`src/rtl/fsm_trigger_pkg.sv`:
```
// Shared types for the multi-channel trigger delay block.
// Channel FSM states and edge-select encodings.
package fsm_trigger_pkg;

   typedef enum logic [1:0] {
      IDLE  = 2'd0,
      DELAY = 2'd1,
      PULSE = 2'd2
   } trig_state_t;

   localparam logic EDGE_RISE = 1'b0;
   localparam logic EDGE_FALL = 1'b1;

endpackage

```
`src/rtl/trigger_delay_channel.sv`:
```
// One trigger channel: opto synchroniser, edge detect, delay/pulse FSM
// and accepted/missed trigger statistics.
module trigger_delay_channel
   import fsm_trigger_pkg::*;
#(
   parameter int CNT_WIDTH   = 32,
   parameter int SYNC_STAGES = 2,
   parameter int STAT_WIDTH  = 16
) (
   input  logic                  clock,
   input  logic                  reset_n,
   input  logic                  enable,
   input  logic                  edge_sel,
   input  logic                  sig_in,
   input  logic [CNT_WIDTH-1:0]  delay_cfg,
   input  logic [CNT_WIDTH-1:0]  width_cfg,
   input  logic                  stat_clear,
   output logic                  pulse_out,
   output logic                  busy,
   output logic [STAT_WIDTH-1:0] event_count,
   output logic [STAT_WIDTH-1:0] missed_count
);

   localparam logic [CNT_WIDTH-1:0]  CNT_ONE  = CNT_WIDTH'(1);
   localparam logic [STAT_WIDTH-1:0] STAT_ONE = STAT_WIDTH'(1);

   logic [SYNC_STAGES-1:0] sync_pipe;
   logic                   sync_hist;
   logic                   sync_now;
   logic                   trig;

   trig_state_t            state, state_nxt;
   logic [CNT_WIDTH-1:0]   cnt, cnt_nxt;
   logic [CNT_WIDTH-1:0]   d_lat, w_lat;
   logic                   accept, miss;
   logic                   pulse_nxt, busy_nxt;

   // sync_pipe[0] is the metastability-exposed stage; the newest usable sample is the top one
   always_ff @(posedge clock or negedge reset_n) begin
      if (!reset_n) begin
         sync_pipe <= '0;
         sync_hist <= 1'b0;
      end else begin
         sync_pipe <= {sync_pipe[SYNC_STAGES-2:0], sig_in};
         sync_hist <= sync_pipe[SYNC_STAGES-1];
      end
   end

   assign sync_now = sync_pipe[SYNC_STAGES-1];
   assign trig     = (edge_sel == EDGE_RISE) ? (!sync_hist &&  sync_now)
                                             : ( sync_hist && !sync_now);

   always_ff @(posedge clock or negedge reset_n) begin
      if (!reset_n) state <= IDLE;
      else          state <= state_nxt;
   end

   always_comb begin
      state_nxt = state;
      if (!enable) begin
         state_nxt = IDLE;
      end else begin
         case (state)
            IDLE:    if (trig) state_nxt = (delay_cfg != '0) ? DELAY : PULSE;
            DELAY:   if (cnt == d_lat - CNT_ONE) state_nxt = PULSE;
            PULSE:   if (cnt == w_lat - CNT_ONE) state_nxt = IDLE;
            default: state_nxt = IDLE;
         endcase
      end
   end

   // Counter restarts on every state change and idles at zero
   always_comb begin
      accept    = enable && trig && (state == IDLE);
      miss      = enable && trig && (state != IDLE);
      cnt_nxt   = cnt + CNT_ONE;
      if ((state_nxt != state) || (state_nxt == IDLE)) cnt_nxt = '0;
      pulse_nxt = (state_nxt == PULSE);
      busy_nxt  = (state_nxt != IDLE);
   end

   always_ff @(posedge clock or negedge reset_n) begin
      if (!reset_n) begin
         cnt          <= '0;
         d_lat        <= '0;
         w_lat        <= CNT_ONE;
         pulse_out    <= 1'b0;
         busy         <= 1'b0;
         event_count  <= '0;
         missed_count <= '0;
      end else begin
         cnt       <= cnt_nxt;
         pulse_out <= pulse_nxt;
         busy      <= busy_nxt;
         if (accept) begin
            d_lat <= delay_cfg;
            w_lat <= (width_cfg == '0) ? CNT_ONE : width_cfg;
         end
         if (stat_clear)  event_count <= '0;
         else if (accept) event_count <= event_count + STAT_ONE;
         if (stat_clear)  missed_count <= '0;
         else if (miss)   missed_count <= missed_count + STAT_ONE;
      end
   end

endmodule

```
`src/rtl/fsm_trigger_delay_multi.sv`:
```
// Multi-channel opto trigger delay block: an array of independent
// trigger_delay_channel instances on flat packed buses.
module fsm_trigger_delay_multi
   import fsm_trigger_pkg::*;
#(
   parameter int CHANNELS    = 4,
   parameter int CNT_WIDTH   = 32,
   parameter int SYNC_STAGES = 2,
   parameter int STAT_WIDTH  = 16
) (
   input  logic                           clock,
   input  logic                           reset_n,
   input  logic [CHANNELS-1:0]            enable,
   input  logic [CHANNELS-1:0]            edge_sel,
   input  logic [CHANNELS-1:0]            sig_in,
   input  logic [CHANNELS*CNT_WIDTH-1:0]  delay_cfg,
   input  logic [CHANNELS*CNT_WIDTH-1:0]  width_cfg,
   input  logic                           stat_clear,
   output logic [CHANNELS-1:0]            pulse_out,
   output logic [CHANNELS-1:0]            busy,
   output logic [CHANNELS*STAT_WIDTH-1:0] event_count,
   output logic [CHANNELS*STAT_WIDTH-1:0] missed_count
);

   for (genvar i = 0; i < CHANNELS; i++) begin : g_chan
      trigger_delay_channel #(
         .CNT_WIDTH   (CNT_WIDTH),
         .SYNC_STAGES (SYNC_STAGES),
         .STAT_WIDTH  (STAT_WIDTH)
      ) u_chan (
         .clock        (clock),
         .reset_n      (reset_n),
         .enable       (enable[i]),
         .edge_sel     (edge_sel[i]),
         .sig_in       (sig_in[i]),
         .delay_cfg    (delay_cfg[i*CNT_WIDTH +: CNT_WIDTH]),
         .width_cfg    (width_cfg[i*CNT_WIDTH +: CNT_WIDTH]),
         .stat_clear   (stat_clear),
         .pulse_out    (pulse_out[i]),
         .busy         (busy[i]),
         .event_count  (event_count[i*STAT_WIDTH +: STAT_WIDTH]),
         .missed_count (missed_count[i*STAT_WIDTH +: STAT_WIDTH])
      );
   end

endmodule
```
`config.mk`:
```
export PLATFORM = sky130hd
export DESIGN_NAME = fsm_trigger_delay_multi
export DESIGN_NICKNAME = d
export VERILOG_FILES = /design/src/rtl/fsm_trigger_pkg.sv /design/src/rtl/trigger_delay_channel.sv /design/src/rtl/fsm_trigger_delay_multi.sv
export SDC_FILE = /design/constraint.sdc
export NUM_CORES = 2
export LEC_CHECK = 0
export BUFFER_PORTS_ARGS = -buffer_cell sky130_fd_sc_hd__buf_4
export CELL_PAD_IN_SITES_DETAIL_PLACEMENT = 1
export CELL_PAD_IN_SITES_GLOBAL_PLACEMENT = 1
export CORE_ASPECT_RATIO = 0.5
export CORE_MARGIN = 2
export CORE_UTILIZATION = 30
export DETAILED_ROUTE_END_ITERATION = 8
export GPL_ROUTABILITY_DRIVEN = 0
export MAX_ROUTING_LAYER = met4
export PLACE_DENSITY = 0.6
export SLEW_MARGIN = 20
export SYNTH_ARGS = -nofsm -noshare
export SYNTH_HDL_FRONTEND = slang
export SYNTH_SLANG_ARGS = --single-unit
```
`constraint.sdc`:
```
create_clock -name clock -period 5.6 [get_ports clock]
set_clock_uncertainty 0.15 [all_clocks]
set_input_delay 0.28 -clock clock [delete_from_list [all_inputs] [get_ports clock]]
set_output_delay 0.28 -clock clock [all_outputs]
set_load 0.005 [all_outputs]
```
==> flow_metrics.env <==
export IMPL_grt_overflow=0
export IMPL_via_count=29900
export IMPL_wl_per_cell_um=19.2
export IMPL_cp_endpoint="g_chan[1].u_chan.cnt[3]"
export IMPL_crit_start="g_chan[1].u_chan.w_lat[1]"
export IMPL_clock_latency_ns=0.67
export IMPL_ys_ff_latch=540
export IMPL_period_share_pct=78.4
export IMPL_crit_type="reg -> reg"
export IMPL_cts_reportedPaths_clkPinSlew_ns=0.06
export IMPL_yosysUniqueCellTypes=83
export IMPL_grt_usage_pct=21.1
export IMPL_core_area_um2=107000
export IMPL_dpl_hpwl_um=83500
export IMPL_fin_ws_ns=1.21
export IMPL_numPortBuffers=406
export IMPL_multiInputGateArea_um2=17800
export IMPL_required_ns=5.95
export IMPL_cts_buffer_depth=3
export IMPL_synth_area_per_cell_um2=8.35
export IMPL_antenna_found_initial=11
export IMPL_fillCellCount=12600
export IMPL_final_util_pct=38.5
export IMPL_nets=4715
export IMPL_grt_start_max_net_pins=104
export IMPL_pre_cts_ws_ns=1.20
export IMPL_drt_iter0_drc=1555
export IMPL_leakage_nw=17.7
export IMPL_slew_viol_final=0
export IMPL_synth_fp_nets=4161
export IMPL_clkSinkCount=540
export IMPL_die_area_um2=111000
export IMPL_start_kind="flop"
export IMPL_rsz0062_at_grt="false"
export IMPL_ys_top_cells_by_area="dfrtp_1 42%, nand2_1 11%, xnor2_1 8.3%"
export IMPL_num_rows=85
export IMPL_arrival_ns=4.74
export IMPL_detail_route_vias_per_cell=5.06
export IMPL_ys_top_cells_by_count="904 x nand2_1, 536 x dfrtp_1, 349 x nor2_1, 305 x xnor2_1, 244 x xor2_1"
export IMPL_syn_inst=3870
export IMPL_post_synth_top_count_cell="nand2_1"
export IMPL_tns_ns=0
export IMPL_synth_warning_count=0
export IMPL_cts_tree="yes"
export IMPL_power_mw=12.3
export IMPL_grt_pass1_wl_um=182000
export IMPL_syn_cell_area_um2=32300
export IMPL_die_h_um=236
export IMPL_tightest_slew_ns=1.05
export IMPL_crit_fanout=32
export IMPL_cts_buffers=57
export IMPL_start_util_pct=30.1
export IMPL_syn2layout_area_growth_pct=27.8
export IMPL_io_pins=407
export IMPL_drc=0
export IMPL_setup_viol=0
export IMPL_outcome="completed"
export IMPL_seq_area_um2=13500
export IMPL_rr_endpoint="g_chan[1].u_chan.cnt[3]"
export IMPL_wirelength_um=114000
export IMPL_die_width_um=468
export IMPL_dr_pass1_iters=5
export IMPL_powerDensity_nw_per_um2=298
export IMPL_yosysTopAreaCellShare_pct=41.5
export IMPL_synthFlopType="dfrtp_1"
export IMPL_setup_worst_path_end_class="flop"
export IMPL_slew_headroom_pct=29.1
export IMPL_reg2reg_depth=11
export IMPL_cts_resized=0
export IMPL_ir_drop_mv=0.267
export IMPL_finalHoldViolations=0
export IMPL_cts_root_buf="clkbuf_16"
export IMPL_grt_pass1_vias=31400
export IMPL_hold_class="in -> async"
export IMPL_r2r_setup_slack_ns=1.21
export IMPL_ant_nets=0
export IMPL_period_minus_slack_ns=4.39
export IMPL_layout_drive_gt1_share_pct=13.0
export IMPL_timing_rr_start="g_chan[1].u_chan.w_lat[1]"
export IMPL_synth_top_cell_by_area="dfrtp_1"
export IMPL_htree_levels=2
export IMPL_fmax_mhz=228
export IMPL_async_flop_share_pct=100
export IMPL_ys_seq_area_share_pct=41.8
export IMPL_synth_edf_count=0
export IMPL_drv_cap=0
[cell families (layout without fill, tap and decap cells)]
family                     count (synthesis)  count (layout)  share of synthesized area [%]
xor gates and xnor gates                 550             550                           15.0
and+or+nand+nor                         2125            2125                           31.4
AOI/OAI and AO/OA                        341             341                           6.82
other                                      0              11                              0
DFF                                      540             540                           41.8
adders and majority gates                 20              20                          0.774
muxes                                     31              31                          0.980
buffers and inverters                    263             863                           3.29
[sequential cells by signal, indices dropped and copies added (netlist names)]
name and flops:
g_chan.u_chan.sync_hist 4, g_chan.u_chan.busy 4, g_chan.u_chan.pulse_out 4, g_chan.u_chan.d_lat 128
g_chan.u_chan.state 8, g_chan.u_chan.sync_pipe 8, g_chan.u_chan.event_count 64, g_chan.u_chan.cnt 128
g_chan.u_chan.missed_count 64, g_chan.u_chan.w_lat 128
[worst min path at each step]
stage | cells past startpoint | to | from | slack [ns]
finish | 2 | g_chan[3].u_chan.d_lat[0] | reset_n | 0.08
global route | 5 | g_chan[1].u_chan.busy | edge_sel[1] | 0.06
CTS | 5 | g_chan[1].u_chan.busy | edge_sel[1] | 0.02
detailed placement | 0 | g_chan[1].u_chan.sync_pipe[1] | g_chan[1].u_chan.sync_pipe[0] | 0.19
global placement | 0 | g_chan[3].u_chan.sync_pipe[1] | g_chan[3].u_chan.sync_pipe[0] | 0.18
floorplan | 0 | g_chan[0].u_chan.busy | reset_n | -0.17
[power by group]
part	switching (mW)	internal, mW	leakage, nW
logic	1.65	1.32	9.63
registers	0.752	4.35	7.12
clock network	1.81	2.40	0.984
total	4.21	8.08	17.7
[area by class of cell]
cell class	instances	area share (%)
clock buffers	81	4.04
multi-input cells	3067	43.0
inverters	61	0.555
clock inverters	24	0.885
diodes	11	0.0667
repair buffers	697	14.4
well taps	1435	4.35
flip-flops and latches	540	32.7
[metrics by stage]
step / cells / instance area (µm²) / hold slack (ns)
finish: 5916 / 41300 / 0.0778
detailed placement: 5533 / 36600 / 0.189
CTS: 5905 / 41300 / 0.0151
global route: 5915 / 41300 / 0.0630
floorplan: 3870 / 32300 / -0.166
global placement: 5533 / 36600 / 0.183
[per-layer routing]
layer	up-vias	share of wire (%)	wire, µm	track usage, %
li1	14400	-	-	-
met1	15000	44	49700	25.8
met2	394	52	58700	37.0
met3	136	2.5	2850	2.36
met4	0	2.3	2630	5.15
met5	-	0	0	-
[what timing repair did]
action / in CTS / in global routing
hold buffers: 267 / 0
hold endpoints to repair: 427 / 0
setup buffers: 0 / 0
[critical path, stage by stage, from the launching register on]
cell and delay, ns:
dfrtp_1 0.41, inv_1 0.10, ha_1 0.24, nor3b_1 0.54, nand4_1 0.33, nor3_1 0.45, o21ai_0 0.17, a221o_1 0.34
a2111oi_0 0.39, a21oi_1 0.26, a22oi_4 0.73, nor2_1 0.12
[cell usage in the layout (no fill, tap or decap), types with 10 or more instances in the layout]
| cell type | instances |
|---|---|
| clkbuf_16 | 57 |
| or4_1 | 20 |
| and2_1 | 10 |
| nand2_1 | 904 |
| or2_2 | 10 |
| dfrtp_1 | 536 |
| o31ai_1 | 12 |
| o21ai_0 | 112 |
| and3_1 | 52 |
| diode_2 | 11 |
| dlygate4sd3_1 | 267 |
| a2111oi_0 | 10 |
| xnor2_1 | 305 |
| nand4b_1 | 13 |
| nand4_1 | 107 |
| nor3_1 | 140 |
| o211ai_1 | 14 |
| nor2_1 | 349 |
| buf_4 | 427 |
| clkbuf_8 | 15 |
| xor2_1 | 244 |
| mux2i_1 | 26 |
| nand2b_1 | 26 |
| nor4b_1 | 11 |
| nand3_1 | 141 |
| a31oi_1 | 29 |
| nor4_1 | 156 |
| a21oi_1 | 68 |
| nor2b_1 | 29 |
| or3_1 | 58 |
| ha_1 | 20 |
| nor3b_1 | 19 |
| inv_1 | 60 |
| nand3b_1 | 20 |
| and4_1 | 20 |
Note: power is estimated with default switching activity, not from simulation.
